===== src/rtl/mem_port_arbiter_pkg.sv =====
// Shared types and helpers for the two-channel memory port arbiter.
// Request fields are sized to generous maxima and truncated at the port.
package mem_port_arbiter_pkg;

  localparam int unsigned MaxAddrW = 32;
  localparam int unsigned MaxDataW = 64;
  localparam int unsigned MaxSizeW = 8;

  typedef enum logic [1:0] {
    StIdle,
    StIssue,
    StRdWait,
    StAck
  } state_e;

  typedef enum logic {
    OpRead,
    OpWrite
  } op_e;

  typedef struct packed {
    op_e                 op;
    logic [MaxAddrW-1:0] addr;
    logic [MaxDataW-1:0] wdata;
    logic [MaxSizeW-1:0] size;
  } mem_req_t;

  // Bit-enable for a write of 'size' bits into a 'width'-bit word.
  function automatic logic [MaxDataW-1:0] wmask_f(input logic [MaxSizeW-1:0] size,
                                                  input int unsigned width);
    logic [MaxDataW-1:0] m;
    if (32'(size) >= width) begin
      m = '1;
    end else begin
      m = (MaxDataW'(1) << size) - MaxDataW'(1);
    end
    return m;
  endfunction

endpackage


===== src/rtl/rr_arbiter2.sv =====
// Two-input round-robin arbiter; on a tie the channel not granted last time wins.
module rr_arbiter2 (
  input  logic       clk_i,
  input  logic       rst_i,
  input  logic [1:0] req_i,
  input  logic       en_i,
  output logic       gnt_o,
  output logic       valid_o
);

  logic last_q, last_d;

  always_comb begin
    unique case (req_i)
      2'b01:   gnt_o = 1'b0;
      2'b10:   gnt_o = 1'b1;
      2'b11:   gnt_o = ~last_q;
      default: gnt_o = 1'b0;
    endcase
    valid_o = |req_i;
    last_d  = (en_i && valid_o) ? gnt_o : last_q;
  end

  // Reset to 1 so channel 0 wins the first tie.
  always_ff @(posedge clk_i) begin
    if (rst_i) begin
      last_q <= 1'b1;
    end else begin
      last_q <= last_d;
    end
  end

endmodule


===== src/rtl/mem_port_arbiter.sv =====
// Serialises two accelerator memory channels onto one fixed-latency
// single-port memory, one access at a time, with round-robin priority.
module mem_port_arbiter
  import mem_port_arbiter_pkg::*;
#(
  parameter int unsigned BITSIZE  = 8,
  parameter int unsigned ADDR_W   = 7,
  parameter int unsigned SIZE_W   = 4,
  parameter int unsigned READ_LAT = 2
) (
  input  logic                 clock,
  input  logic                 reset,
  input  logic [1:0]           Mout_oe_ram,
  input  logic [1:0]           Mout_we_ram,
  input  logic [2*ADDR_W-1:0]  Mout_addr_ram,
  input  logic [2*BITSIZE-1:0] Mout_Wdata_ram,
  input  logic [2*SIZE_W-1:0]  Mout_data_ram_size,
  output logic [2*BITSIZE-1:0] M_Rdata_ram,
  output logic [1:0]           M_DataRdy,
  output logic                 mem_en,
  output logic                 mem_we,
  output logic [ADDR_W-1:0]    mem_addr,
  output logic [BITSIZE-1:0]   mem_wdata,
  output logic [BITSIZE-1:0]   mem_wmask,
  input  logic [BITSIZE-1:0]   mem_rdata,
  output logic                 err_both
);

  localparam int unsigned LatW = $clog2(READ_LAT + 1);

  state_e               state_q, state_d;
  mem_req_t             req_q, req_d, req_in;
  logic                 gnt_q, gnt_d;
  logic [LatW-1:0]      lat_cnt_q, lat_cnt_d;
  logic [1:0]           rdy_q, rdy_d;
  logic [2*BITSIZE-1:0] rdata_q, rdata_d;
  logic                 err_q, err_d;

  logic [1:0] req_vec;
  logic       arb_gnt, arb_valid, arb_en;

  assign req_vec = Mout_oe_ram | Mout_we_ram;

  rr_arbiter2 u_rr_arbiter2 (
    .clk_i   (clock),
    .rst_i   (reset),
    .req_i   (req_vec),
    .en_i    (arb_en),
    .gnt_o   (arb_gnt),
    .valid_o (arb_valid)
  );

  // Selected channel's request; oe wins when both oe and we are high.
  always_comb begin
    req_in       = '0;
    req_in.op    = Mout_oe_ram[arb_gnt] ? OpRead : OpWrite;
    req_in.addr  = MaxAddrW'(arb_gnt ? Mout_addr_ram[2*ADDR_W-1:ADDR_W]
                                     : Mout_addr_ram[ADDR_W-1:0]);
    req_in.wdata = MaxDataW'(arb_gnt ? Mout_Wdata_ram[2*BITSIZE-1:BITSIZE]
                                     : Mout_Wdata_ram[BITSIZE-1:0]);
    req_in.size  = MaxSizeW'(arb_gnt ? Mout_data_ram_size[2*SIZE_W-1:SIZE_W]
                                     : Mout_data_ram_size[SIZE_W-1:0]);
  end

  always_comb begin
    state_d   = state_q;
    req_d     = req_q;
    gnt_d     = gnt_q;
    lat_cnt_d = lat_cnt_q;
    rdy_d     = '0;
    rdata_d   = '0;
    err_d     = err_q | (|(Mout_oe_ram & Mout_we_ram));
    arb_en    = 1'b0;

    unique case (state_q)
      StIdle: begin
        if (arb_valid) begin
          arb_en  = 1'b1;
          gnt_d   = arb_gnt;
          req_d   = req_in;
          state_d = StIssue;
        end
      end
      StIssue: begin
        if (req_q.op == OpWrite) begin
          rdy_d   = gnt_q ? 2'b10 : 2'b01;
          state_d = StAck;
        end else begin
          lat_cnt_d = LatW'(READ_LAT);
          state_d   = StRdWait;
        end
      end
      StRdWait: begin
        lat_cnt_d = lat_cnt_q - LatW'(1);
        if (lat_cnt_q == LatW'(1)) begin
          rdy_d   = gnt_q ? 2'b10 : 2'b01;
          rdata_d = gnt_q ? {mem_rdata, {BITSIZE{1'b0}}} : {{BITSIZE{1'b0}}, mem_rdata};
          state_d = StAck;
        end
      end
      StAck: begin
        state_d = StIdle;
      end
      default: state_d = StIdle;
    endcase
  end

  always_ff @(posedge clock) begin
    if (reset) begin
      state_q   <= StIdle;
      req_q     <= '0;
      gnt_q     <= 1'b0;
      lat_cnt_q <= '0;
      rdy_q     <= '0;
      rdata_q   <= '0;
      err_q     <= 1'b0;
    end else begin
      state_q   <= state_d;
      req_q     <= req_d;
      gnt_q     <= gnt_d;
      lat_cnt_q <= lat_cnt_d;
      rdy_q     <= rdy_d;
      rdata_q   <= rdata_d;
      err_q     <= err_d;
    end
  end

  // Memory command is a pure decode of the ISSUE state and the latched request.
  logic issue;
  assign issue     = (state_q == StIssue);
  assign mem_en    = issue;
  assign mem_we    = issue && (req_q.op == OpWrite);
  assign mem_addr  = issue ? ADDR_W'(req_q.addr) : '0;
  assign mem_wdata = issue ? BITSIZE'(req_q.wdata) : '0;
  assign mem_wmask = mem_we ? BITSIZE'(wmask_f(req_q.size, BITSIZE)) : '0;

  assign M_DataRdy   = rdy_q;
  assign M_Rdata_ram = rdata_q;
  assign err_both    = err_q;

  logic unused_req_bits;
  assign unused_req_bits = ^{req_q.addr, req_q.wdata, req_q.size};

endmodule


===== config.mk =====
export PLATFORM = sky130hd
export DESIGN_NAME = mem_port_arbiter
export DESIGN_NICKNAME = d
export VERILOG_FILES = /design/src/rtl/mem_port_arbiter_pkg.sv /design/src/rtl/rr_arbiter2.sv /design/src/rtl/mem_port_arbiter.sv
export SDC_FILE = /design/constraint.sdc
export NUM_CORES = 1
export LEC_CHECK = 0
export ABC_AREA = 1
export CAP_MARGIN = 20
export CORE_UTILIZATION = 40
export DETAILED_ROUTE_END_ITERATION = 16
export PLACE_DENSITY = 0.74
export SYNTH_ARGS = -nofsm -noshare
export SYNTH_HDL_FRONTEND = slang
export SYNTH_SLANG_ARGS = --single-unit

===== constraint.sdc =====
create_clock -name clock -period 3.24 [get_ports clock]
set_input_delay 0.648 -clock clock [delete_from_list [all_inputs] [get_ports clock]]
set_output_delay 0.648 -clock clock [all_outputs]
set_load 0.02 [all_outputs]

==> impl_metrics.yaml <==
status:
  run_status: "complete, no violations"
global_route:
  grt_pass1_wl_um: 9290
  grt_use_total_pct: 18.6
  grt_max_degree: 23
  overflow: 0
  grt_pass1_vias: 2157
  antenna_found_initial: 0
route:
  wl_per_cell_um: 11.4
  dr.first_iter.drc_count: 63
  drc: 0
  final_antenna_net_count: 0
  drt-pass1-iter-count: 4
  drt-total-wl_um: 5810
  vias: 2334
  viasPerCell: 4.59
finish:
  fin_nets: 492
  multi_input_area_um2: 1100
  fillers: 566
  regArea_um2: 901
  syn_to_final_growth_pct: 43.1
  utilization_pct: 59.2
  num_antenna_cells: 0
  design_area_um2: 3490
  layout-drive-gt1-share_pct: 12.0
sta:
  rsz0062_at_grt: "no"
  max_freq_mhz: 344
  hold_viol: 0
  tightest_slew_ns: 0.435
  min_period_ns: 2.90
  max_slew_margin_pct: 71.0
  fin_tns_setup_ns: 0
  skew_ns: 0.00503
  finalCritPeriodShare_pct: 89.6
  drv_slew: 0
  finalSetupViolCount: 0
worst_setup_path:
  critPathMaxStageDelay_ns: 0.62
  cp.required_ns: 2.59
  rr_worst_depth: 7
  crit_arrival_ns: 2.26
  crit_path_end_kind: "primary output"
  critical_path_class: "reg -> out"
  path_max_fanout: 9
  crit_chain: "inv_1, ha_1, nand2_2, nor2_1, inv_1, a31oi_1, clkdlybuf4s50_1"
  worst-path-stages: 7
  critPathLaunchType: "flop"
  cp_top_family: "buffers and inverters"
  path_buf_inv: 3
  cp_slowest_cell: "clkdlybuf4s50_1"
  cp_common_cell: "inv_1"
  reg2reg_setup_slack_ns: 1.55
logic_synthesis:
  synth_edf_count: 0
  synth-seq-cells: 45
  ys_warn_count: 0
  syn_nets: 401
  synth_top_cell_by_area: "dfxtp_1"
  ys_types: 29
  postSynth.asyncResetShare_pct: 0
  syn_inst: 343
  yosysTopAreaCellShare_pct: 37.0
  syn_area_um2: 2440
  yosysSeqAreaShare_pct: 37.0
  synthTopCellsByCount: "inv_1, nand2_1, dfxtp_1"
  ys_top_cells_by_area: "dfxtp_1, inv_1, nand2_1, nand3_2, nand3_1"
  syn_area_per_cell_um2: 7.10
  synth_ff_type: "dfxtp_1"
  yosysMostFrequentCell: "inv_1"
pwr:
  seqPwrFrac_pct: 32.5
  comb_power_share_pct: 50.5
  p_sw_share_pct: 42.0
  p_switching_mw: 0.997
  power.density_nw_per_um2: 681
  clkPwrFrac_pct: 17.0
  p_int_mw: 1.38
  power.leakage_nw: 1.75
  peakVddDrop_mv: 0.294
  power.total_mw: 2.37
floorplan:
  die-area_um2: 6410
  rows: 28
  initial_utilization_pct: 41.4
  ioPinCount: 96
  dieWidth_um: 80.0
  coreArea_um2: 5890
  die_y_um: 80.0
place:
  hpwl_um: 4450
  gp_congestion: 0.779
  dpl_cell_area_um2: 3380
  portBuffers: 95
job:
  drv_cap: 0
worst_hold_path:
  whs_path_depth: 1
  hold_path_class: "reg -> reg"
clocking:
  hold_buffers: 0
  cts.repair.resized: 0
  cts_root_buffer: "clkbuf_8"
  cts_setup_buffers: 0
  tritoncts: "built"
  cts_buffers: 5
  htree_num_levels: 2
  numClockSinks: 45
  insertion_delay_ns: 0.29
  clk_pin_slew_ns: 0.08
  clock_path_buffers: 2
[sequential cells by signal (all words and copies together), names as in the netlist]
| name | flops |
|---|---|
| gnt_q | 1 |
| err_both | 1 |
| state_q | 2 |
| M_Rdata_ram | 16 |
| u_rr_arbiter2.last_q | 1 |
| req_q | 20 |
| lat_cnt_q | 2 |
| M_DataRdy | 2 |
[per-layer routing]
| layer | GRT usage, % | vias to the layer above | part of all wire [%] |
|---|---|---|---|
| met5 | 0 | - | 0 |
| met4 | 5.54 | 0 | 1.4 |
| met3 | 4.80 | 8 | 6.8 |
| met2 | 34.3 | 79 | 49 |
| met1 | 20.6 | 1026 | 43 |
| li1 | - | 1221 | - |
[per-stage QoR]
| stage | instances | worst slack (ns) | hold slack, ns |
|---|---|---|---|
| after floorplan | 343 | 0.798 | 0.435 |
| after global placement | 502 | 0.738 | 0.455 |
| after detailed placement | 502 | 0.666 | 0.465 |
| after CTS | 509 | 0.342 | 0.484 |
| after global routing | 509 | 0.103 | 0.511 |
| final | 509 | 0.335 | 0.478 |
[cell families (layout without fill, tap and decap cells)]
kind of cell    Yosys count  count (layout)  share of synthesized area [%]
fa+ha+maj                 6               6                           3.08
simple gates            161             161                           32.9
compound gates           35              35                           9.25
buf+inv                  96             187                           17.8
flops                    45              45                           37.0
[layout by cell type, fill, tap and decap left out]
master,n
a21oi_1,17
a21oi_2,9
a22o_1,1
a31oi_1,1
buf_4,4
bufinv_16,1
clkbuf_8,5
clkdlybuf4s50_1,95
clkinv_2,1
dfxtp_1,45
ha_1,6
inv_1,77
inv_2,3
inv_4,1
nand2_1,70
nand2_2,3
nand2_4,1
nand3_1,34
nand3_2,19
nor2_1,27
nor2_2,2
nor2_4,1
nor3_1,2
nor4_1,1
o21ai_0,2
o21ai_1,3
o21ai_2,1
o22ai_2,1
or2_1,1
[worst reg2reg max path, cell delays in order, from the launching register on]
cell and delay [ns]:
dfxtp_1 0.35, inv_1 0.13, ha_1 0.27, nand2_4 0.23
inv_4 0.35, nand3_2 0.15, nand2_1 0.09, inv_1 0.03
[worst paths after layout]
path / end / start
max: mem_wmask[4] / state_q[1]
min: M_DataRdy[0] / gnt_q
max reg2reg: req_q[1] / state_q[0]
min reg2reg: M_DataRdy[0] / gnt_q
[final cells by class]
type / count / area share, %
repair buffers: 99 / 28.1
inverters: 81 / 8.79
clock inverters: 2 / 1.00
multi-input cells: 202 / 31.6
well taps: 75 / 2.69
clock buffers: 5 / 1.97
flip-flops and latches: 45 / 25.8
[power groups by stage]
| stage | clock network, mW | registers (mW) | logic, mW |
|---|---|---|---|
| after detailed placement | 0 | 0.784 | 1.19 |
| after floorplan | 0 | 0.767 | 0.954 |
| after CTS | 0.413 | 0.771 | 1.21 |
| final | 0.405 | 0.772 | 1.20 |
| after global routing | 0.433 | 0.789 | 1.34 |
| after global placement | 0 | 0.777 | 1.16 |
(Power assumes the default switching activity.)
